**config.mk**
```make
export PLATFORM = sky130hd
export DESIGN_NAME = bank_reg
export DESIGN_NICKNAME = d
export VERILOG_FILES = /design/src/rtl/bank_reg_pkg.sv /design/src/rtl/bank_reg_rdport.sv /design/src/rtl/bank_reg.sv
export SDC_FILE = /design/constraint.sdc
export NUM_CORES = 1
export LEC_CHECK = 0
export BUFFER_PORTS_ARGS = -buffer_cell sky130_fd_sc_hd__buf_2
export CORE_AREA = 2 2 241 243
export CTS_BUF_LIST = sky130_fd_sc_hd__clkbuf_8
export CTS_CLUSTER_DIAMETER = 80
export DETAILED_ROUTE_END_ITERATION = 7
export DIE_AREA = 0 0 243 245
export GPL_ROUTABILITY_DRIVEN = 0
export PLACE_DENSITY = 0.66
export REMOVE_ABC_BUFFERS = 1
export SYNTH_ARGS = -nofsm -noshare
export SYNTH_HDL_FRONTEND = slang
export SYNTH_SLANG_ARGS = --single-unit
```
**constraint.sdc**
```tcl
create_clock -name CLK -period 3.24 [get_ports CLK]
set_input_delay 0.486 -clock CLK [delete_from_list [all_inputs] [get_ports CLK]]
set_output_delay 0.486 -clock CLK [all_outputs]
set_load 0.05 [all_outputs]
```
**src/rtl/bank_reg_pkg.sv**
```systemverilog
// Shared constants and types for the ARMv4-style register bank.
//   DATA_W     : register / data port width
//   ADDR_W     : register index width (16 architectural indices)
//   PC_IDX     : index that reads back PCplus instead of storage
//   NUM_REGS   : number of stored registers (R0-R14)
package bank_reg_pkg;

    localparam int unsigned DATA_W   = 32;
    localparam int unsigned ADDR_W   = 4;
    localparam int unsigned PC_IDX   = 15;
    localparam int unsigned NUM_REGS = PC_IDX;

    typedef logic [DATA_W-1:0] word_t;
    typedef logic [ADDR_W-1:0] reg_addr_t;

    // Storage image handed to the read ports: element i holds R[i].
    typedef word_t [NUM_REGS-1:0] reg_array_t;

    localparam reg_addr_t PC_ADDR = reg_addr_t'(PC_IDX);

endpackage : bank_reg_pkg

```
**src/rtl/bank_reg_rdport.sv**
```systemverilog
// Combinational read port: selects R[addr], or pcplus for the PC index.
//   addr   : register index to read
//   regs   : current contents of R0-R14
//   pcplus : PC+8 value returned for the PC index
//   rd     : selected read data (zero latency)
module bank_reg_rdport
    import bank_reg_pkg::*;
(
    input  reg_addr_t  addr,
    input  reg_array_t regs,
    input  word_t      pcplus,
    output word_t      rd
);

    // Explicit compare-per-entry mux keeps every index in range; the PC
    // index has no storage entry and is resolved separately.
    always_comb begin
        rd = '0;
        for (int unsigned i = 0; i < NUM_REGS; i++) begin
            if (addr == reg_addr_t'(i)) begin
                rd = regs[i];
            end
        end
        if (addr == PC_ADDR) begin
            rd = pcplus;
        end
    end

endmodule : bank_reg_rdport

```
**src/rtl/bank_reg.sv**
```systemverilog
// General-purpose register bank R0-R14 with two combinational read ports
// and one synchronous write port. Index 15 reads return PCplus and writes
// to it are dropped; the fetch unit owns the PC.
//   CLK    : clock, writes on rising edge
//   rst    : asynchronous active-low reset, clears R0-R14
//   A1/A2  : read addresses for RD1/RD2
//   A3     : write address
//   WD3    : write data
//   PCplus : PC+8, returned for reads of index 15
//   WE3    : write enable, active-high
//   RD1    : read data for A1 (combinational)
//   RD2    : read data for A2 (combinational)
module bank_reg
    import bank_reg_pkg::*;
(
    input  logic      CLK,
    input  logic      rst,
    input  reg_addr_t A1,
    input  reg_addr_t A2,
    input  reg_addr_t A3,
    input  word_t     WD3,
    input  word_t     PCplus,
    input  logic      WE3,
    output word_t     RD1,
    output word_t     RD2
);

    reg_array_t regs;

    // Write port; A3 = PC index matches no entry and is therefore ignored.
    always_ff @(posedge CLK or negedge rst) begin
        if (!rst) begin
            regs <= '0;
        end else begin
            for (int unsigned i = 0; i < NUM_REGS; i++) begin
                if (WE3 && (A3 == reg_addr_t'(i))) begin
                    regs[i] <= WD3;
                end
            end
        end
    end

    bank_reg_rdport u_rdport1 (
        .addr   (A1),
        .regs   (regs),
        .pcplus (PCplus),
        .rd     (RD1)
    );

    bank_reg_rdport u_rdport2 (
        .addr   (A2),
        .regs   (regs),
        .pcplus (PCplus),
        .rd     (RD2)
    );

endmodule : bank_reg

```
==> results.toml, run 1 <==
[layout]
drive_gt1_frac = 0.389
final_common_cell = "mux2_2"
largest_reg_flops = 480
area_delta_synth_final_pct = 15.6
fin_util = 0.569
layout_common_cells = "mux2_2 (499), dfrtp_1 (480), mux2i_1 (160)"
top_regs = "regs (480)"
max_flop_register = "regs"
nets = 2712

[outcome]
status = "complete, no violations"

[power]
p_leak_nw = 13.9
power_frac_seq = 0.440
clockPowerShare = 0.295
swShare = 0.333
power_frac_comb = 0.265
internal-power_mw = 13.1
p_sw_mw = 6.53
irDropWorstVdd_v = 0.000284
p_per_area_nw_per_um2 = 604

[setup_path]
arrival_ns = 2.72
end_kind = "output port"
rrSetupSlack_ns = 2.38
crit_fanout = 19
cp_data_required_time_ns = 2.75
r2r_cells = 1
worst-setup-path-type = "in2out"
reg2reg_to = "regs[397]$_DFFE_PN0P_"
worstReg2RegStart = "regs[397]$_DFFE_PN0P_"
startpoint_type = "input pin"

[synth]
synth_cells = 2467
syn_avg_cell_area_sq_um = 11.4
synth.top_cell.area_share = 0.428
synth_seq_cells = 480
synth_edf_count = 0
ys_warn_count = 0
ys_types = 66
netlist_area_sq_um = 28100
synth-seq-area-share = 0.428
yosys-top-cells-area = "dfrtp_1 (43%), mux2_2 (20%), mux2i_1 (5.8%)"
yosys.area.top_type = "dfrtp_1"
synth_async_sr_flop_share = 1.00
ys_dominant_reg_cell = "dfrtp_1"

[die]
die-area_sq_um = 59500
die_h_microns = 245
core_area_sq_um = 57000
start_util = 0.493
rows = 88
io_pins = 143
die_width_microns = 243

[hold_path]
min_delay_path_depth = 3
whs_endpoint = "regs[166]$_DFFE_PN0P_"
min_path_type = "in2reg"
holdCritStartpoint = "WD3[6]"

[detailed_routing]
antenna_left = 0
vias = 23900
detail_route.wl_per_cell_microns = 30.4
post-route-drc-count = 0
wl_microns = 105000
vias_per_cell = 6.91
drt_iter0_markers = 3183
drtPass1Iterations = 8

[placed_design]
io_buffer_count = 142
dpl.hpwl_microns = 67200
pre_cts_ws_ns = -0.0314

[clock_network]
htreeDepth = 3
postCtsSetupBuffers = 0
cts-root-buf = "clkbuf_8"
cts_made_buffers = 82
clk_latency_ns = 0.67
clock_sinks = 480
cts_buffer_depth = 3
clk_pin_slew_ns = 0.06
cts_tree = "done"

[global_routing]
antenna_found_initial = 5
grt_overflow = 0
grt_usage = 0.350
grt_pass1_vias = 24100
grt_pass1_wl_microns = 156000
grt_start_max_net_pins = 84

[timing]
rsz0062_at_grt = "false"
setup_violations = 0
finalHoldViolations = 0
period_needed_ns = 3.21
tightest_slew_ns = 0.827
setup_slack_ns = 0.0321
slew_headroom = 0.449
fin_crit_sh = 0.990
fin_worst_skew_ns = 0
clock.fmax_ghz = 0.312
slew_viol_final = 0

[flow_run]
maxCapViolCount = 0
logic make-up after synthesis:
family	share of synthesized area
flops	0.428
mux	0.316
buf+inv	0.0449
simple gates	0.0616
compound gates	0.150
critical path, cell delays in order:
cell and delay [ns]:
buf_2 0.19, buf_12 0.20, nand2b_1 0.22, buf_12 0.18, o22ai_1 0.26, a32o_1 0.22, o211ai_1 0.10, a311oi_1 0.41
buf_4 0.17, buf_2 0.25
Yosys cell counts, types with 24 or more instances:
| cell type | instances |
|---|---|
| mux2_2 | 499 |
| dfrtp_1 | 480 |
| mux2i_1 | 162 |
| o21ai_0 | 156 |
| a21oi_1 | 125 |
| buf_2 | 115 |
| nor2_1 | 104 |
| nand2_1 | 96 |
| clkbuf_1 | 86 |
| a22oi_1 | 69 |
| mux4_2 | 69 |
| o22ai_1 | 49 |
| nand2b_1 | 45 |
| o221ai_1 | 36 |
| buf_4 | 26 |
| a221oi_1 | 25 |
| nor2b_1 | 24 |
metal layers:
metal / part of all wire / routed length (microns) / up-vias / global-route usage
met2: 0.45 / 47000 / 1734 / 0.536
met1: 0.38 / 39700 / 12000 / 0.447
met4: 0.072 / 7560 / 6 / 0.230
met5: 0.00039 / 41 / - / 0
met3: 0.10 / 10800 / 487 / 0.0792
li1: - / - / 9706 / -
how the worst max path moves through the flow:
stage / start / to / slack (ns) / cells past startpoint
global placement: A2[0] / RD2[21] / 0.01 / 9
detailed placement: A2[0] / RD2[21] / -0.03 / 9
finish: A2[3] / RD2[8] / 0.03 / 10
global route: A2[0] / RD2[7] / 0.03 / 8
CTS: A2[0] / RD2[7] / 0.009 / 8
floorplan: A2[3] / RD2[0] / -0.28 / 5
what timing repair did:
action / in CTS / in global routing
endpoints found under the setup margin: 2 / 3
hold buffers: 1 / 0
hold endpoints to repair: 75 / 0
gates resized for setup: 2 / 6
power groups by stage:
stage               registers [mW]  logic, mW  clock network (mW)
floorplan                     8.22       3.46                   0
global placement              8.53       5.00                   0
detailed placement            8.64       5.12                   0
CTS                           8.55       5.15                5.84
global route                  8.77       5.52                6.13
finish                        8.63       5.21                5.79
layout make-up:
type / count / area (sq um)
Inverter: 15 / 56.3
Timing Repair Buffer: 327 / 2810
Fill cell: 4830 / 24600
Clock buffer: 104 / 1430
Clock inverter: 45 / 282
Multi-Input combinational cell: 1727 / 14900
Sequential cell: 480 / 12000
Antenna cell: 1 / 2.50
Tap cell: 765 / 957
per-stage QoR:
| stage | hold WS (ns) | setup TNS, ns | cell area [sq um] | cells | power, mW |
|---|---|---|---|---|---|
| 2_1_floorplan | 0.190 | -2.08 | 26900 | 2222 | 11.7 |
| 3_3_place_gp | 0.499 | 0 | 30700 | 3313 | 13.5 |
| 3_5_place_dp | 0.512 | -0.0471 | 30700 | 3313 | 13.8 |
| 4_1_cts | 0.146 | 0 | 32500 | 3463 | 19.5 |
| 5_1_grt | 0.205 | 0 | 32500 | 3464 | 20.4 |
| 6_report | 0.188 | 0 | 32500 | 3464 | 19.6 |
Note: power is estimated with default switching activity, not from simulation.
==> run 2: changes to the inputs <==
--- a/config.mk
+++ b/config.mk
@@ -11,8 +11,8 @@
 export CTS_CLUSTER_DIAMETER = 80
 export DETAILED_ROUTE_END_ITERATION = 7
 export DIE_AREA = 0 0 243 245
-export GPL_ROUTABILITY_DRIVEN = 0
 export PLACE_DENSITY = 0.66
+export RECOVER_POWER = 25
 export REMOVE_ABC_BUFFERS = 1
 export SYNTH_ARGS = -nofsm -noshare
 export SYNTH_HDL_FRONTEND = slang
==> results.toml, run 2 (same netlist as run 1, synthesis figures left out) <==
[layout]
drive_gt1_frac = 0.396
fin_cells = 3487
final_common_cell = "mux2_2"
largest_reg_flops = 480
seqCellArea_sq_um = 12000
max_flop_register = "regs"
nets = 2733
fillers = 4860
layout_common_cells = "mux2_2 (499), dfrtp_1 (480), buf_4 (170)"
top_regs = "regs (480)"
area_delta_synth_final_pct = 15.6
multi_input_area_sq_um = 14900
fin_util = 0.569

[clock_network]
clock_sinks = 480
cts_tree = "done"
htreeDepth = 3
postCtsSetupBuffers = 0
clk_pin_slew_ns = 0.06
cts_made_buffers = 85
cts-root-buf = "clkbuf_8"
cts_buffer_depth = 3
clk_latency_ns = 0.67

[setup_path]
crit_family = "compound AO/OA/AOI/OAI gates"
worstReg2RegStart = "regs[360]$_DFFE_PN0P_"
max_stage_delay_ns = 0.38
crit_fanout = 3
critPathBufInv = 1
reg2reg_to = "regs[360]$_DFFE_PN0P_"
cp_data_required_time_ns = 2.75
r2r_cells = 2
rrSetupSlack_ns = 2.35
end_kind = "output port"
arrival_ns = 2.75
slowest_stage = "dfrtp_1"
startpoint_type = "flop"
path_cells = "mux2i_1 > or3_1 > a221oi_1 > o21a_1 > a2bb2oi_1 > clkbuf_4"
worst-setup-path-type = "reg2out"

[timing]
fin_worst_skew_ns = 0
clock.fmax_ghz = 0.309
hold_ws_ns = 0.193
setup_slack_ns = -0.000169
slew_headroom = -0.794
period_needed_ns = 3.24
setup_violations = 1
tightest_slew_ns = 2.69
rsz0062_at_grt = "false"
finalHoldViolations = 0
fin_crit_sh = 1.00
slew_viol_final = 257

[detailed_routing]
detail_route.wl_per_cell_microns = 30.9
drt_iter0_markers = 2985
wl_microns = 108000
antenna_left = 0
vias = 24000
post-route-drc-count = 0
drtPass1Iterations = 8
vias_per_cell = 6.87

[placed_design]
dpl.hpwl_microns = 69800
dpl.cell_count = 3331
io_buffer_count = 142
gp_congestion = 0.961

[global_routing]
antenna_found_initial = 3
grt_usage = 0.360
grt_pass1_wl_microns = 160000
grt_overflow = 0
grt_start_max_net_pins = 83
grt_pass1_vias = 24600

[die]
io_pins = 143
die_h_microns = 245
core_area_sq_um = 57000
start_util = 0.493
rows = 88
die_width_microns = 243
die-area_sq_um = 59500

[power]
irDropWorstVdd_v = 0.000444
p_leak_nw = 13.9
p_per_area_nw_per_um2 = 617

[outcome]
violations = "max-capacitance violations, max-slew violations, negative setup slack"
status = "complete, but fails checks"

[hold_path]
whs_endpoint = "regs[200]$_DFFE_PN0P_"
holdCritStartpoint = "WD3[8]"
min_path_type = "in2reg"
min_delay_path_depth = 3

[flow_run]
maxCapViolCount = 7
-- run 2: changes by cell type in the layout (fill, tap and decap cells not counted), sizes merged --
cell,before,now
clkbuf,104,129
clkinv,7,14
diode,1,4
inv,48,30
buf,326,330
clkinvlp,2,3
bufinv,3,4
-- run 2: layout make-up --
class                      instances  area share
clock inverter                    36     0.00844
antenna                            4    0.000308
multi-input combinational       1727       0.459
sequential                       480       0.370
inverter                          15     0.00173
timing repair buffer             345      0.0828
tap                              765      0.0295
clock buffer                     115      0.0487
-- run 2: worst register-to-register path, delay by kind of cell, from the launching register on --
kind | cells | cell delay [ns]
AO/OA/AOI/OAI | 1 | 0.12
buffers and inverters | 1 | 0.18
flip-flops | 1 | 0.38
-- run 2: per-stage QoR --
| step | setup WS (ns) | cell area, sq um | power (mW) | TNS (ns) |
|---|---|---|---|---|
| final | -0.000169 | 32500 | 20.0 | -0.000169 |
| after global routing | 0.00901 | 32500 | 20.8 | 0 |
| after CTS | 0.0224 | 32600 | 20.0 | 0 |
| after detailed placement | -0.0871 | 30700 | 13.8 | -0.0871 |
| after global placement | -0.0789 | 30700 | 13.6 | -0.0789 |
| after floorplan | -0.276 | 26900 | 11.7 | -2.08 |
-- run 2: where the power goes --
part | total [mW] | switching, mW | internal (mW)
clock network | 6.19 | 2.71 | 3.48
logic | 5.20 | 2.66 | 2.54
registers | 8.64 | 1.23 | 7.41
-- run 2: metal layers --
layer	part of all wire	global-route usage	routed length, microns	up-vias
met5	0.00015	0	16	-
met3	0.10	0.0831	11300	459
met1	0.38	0.458	40700	12100
met2	0.45	0.554	48700	1681
met4	0.066	0.233	7120	2
li1	-	-	-	9744
-- run 2: how the worst max path moves through the flow --
stage                           from      to  slack [ns]  depth (start not counted)
2_1_floorplan                  A2[3]  RD2[0]       -0.28                          5
3_3_place_gp                   A1[0]  RD1[8]       -0.08                          9
3_5_place_dp                   A1[0]  RD1[8]       -0.09                          9
4_1_cts                        A1[1]  RD1[4]        0.02                          8
5_1_grt        regs[101]$_DFFE_PN0P_  RD2[5]       0.009                          6
6_report       regs[101]$_DFFE_PN0P_  RD2[5]     -0.0002                          6
-- run 2: what timing repair did --
action | 4_1_cts | 5_1_grt
hold endpoints to repair | 71 | 0
hold buffers | 1 | 0
gates resized for setup | 1 | 4
setup endpoints to repair | 1 | 6
pin swaps | 0 | 1
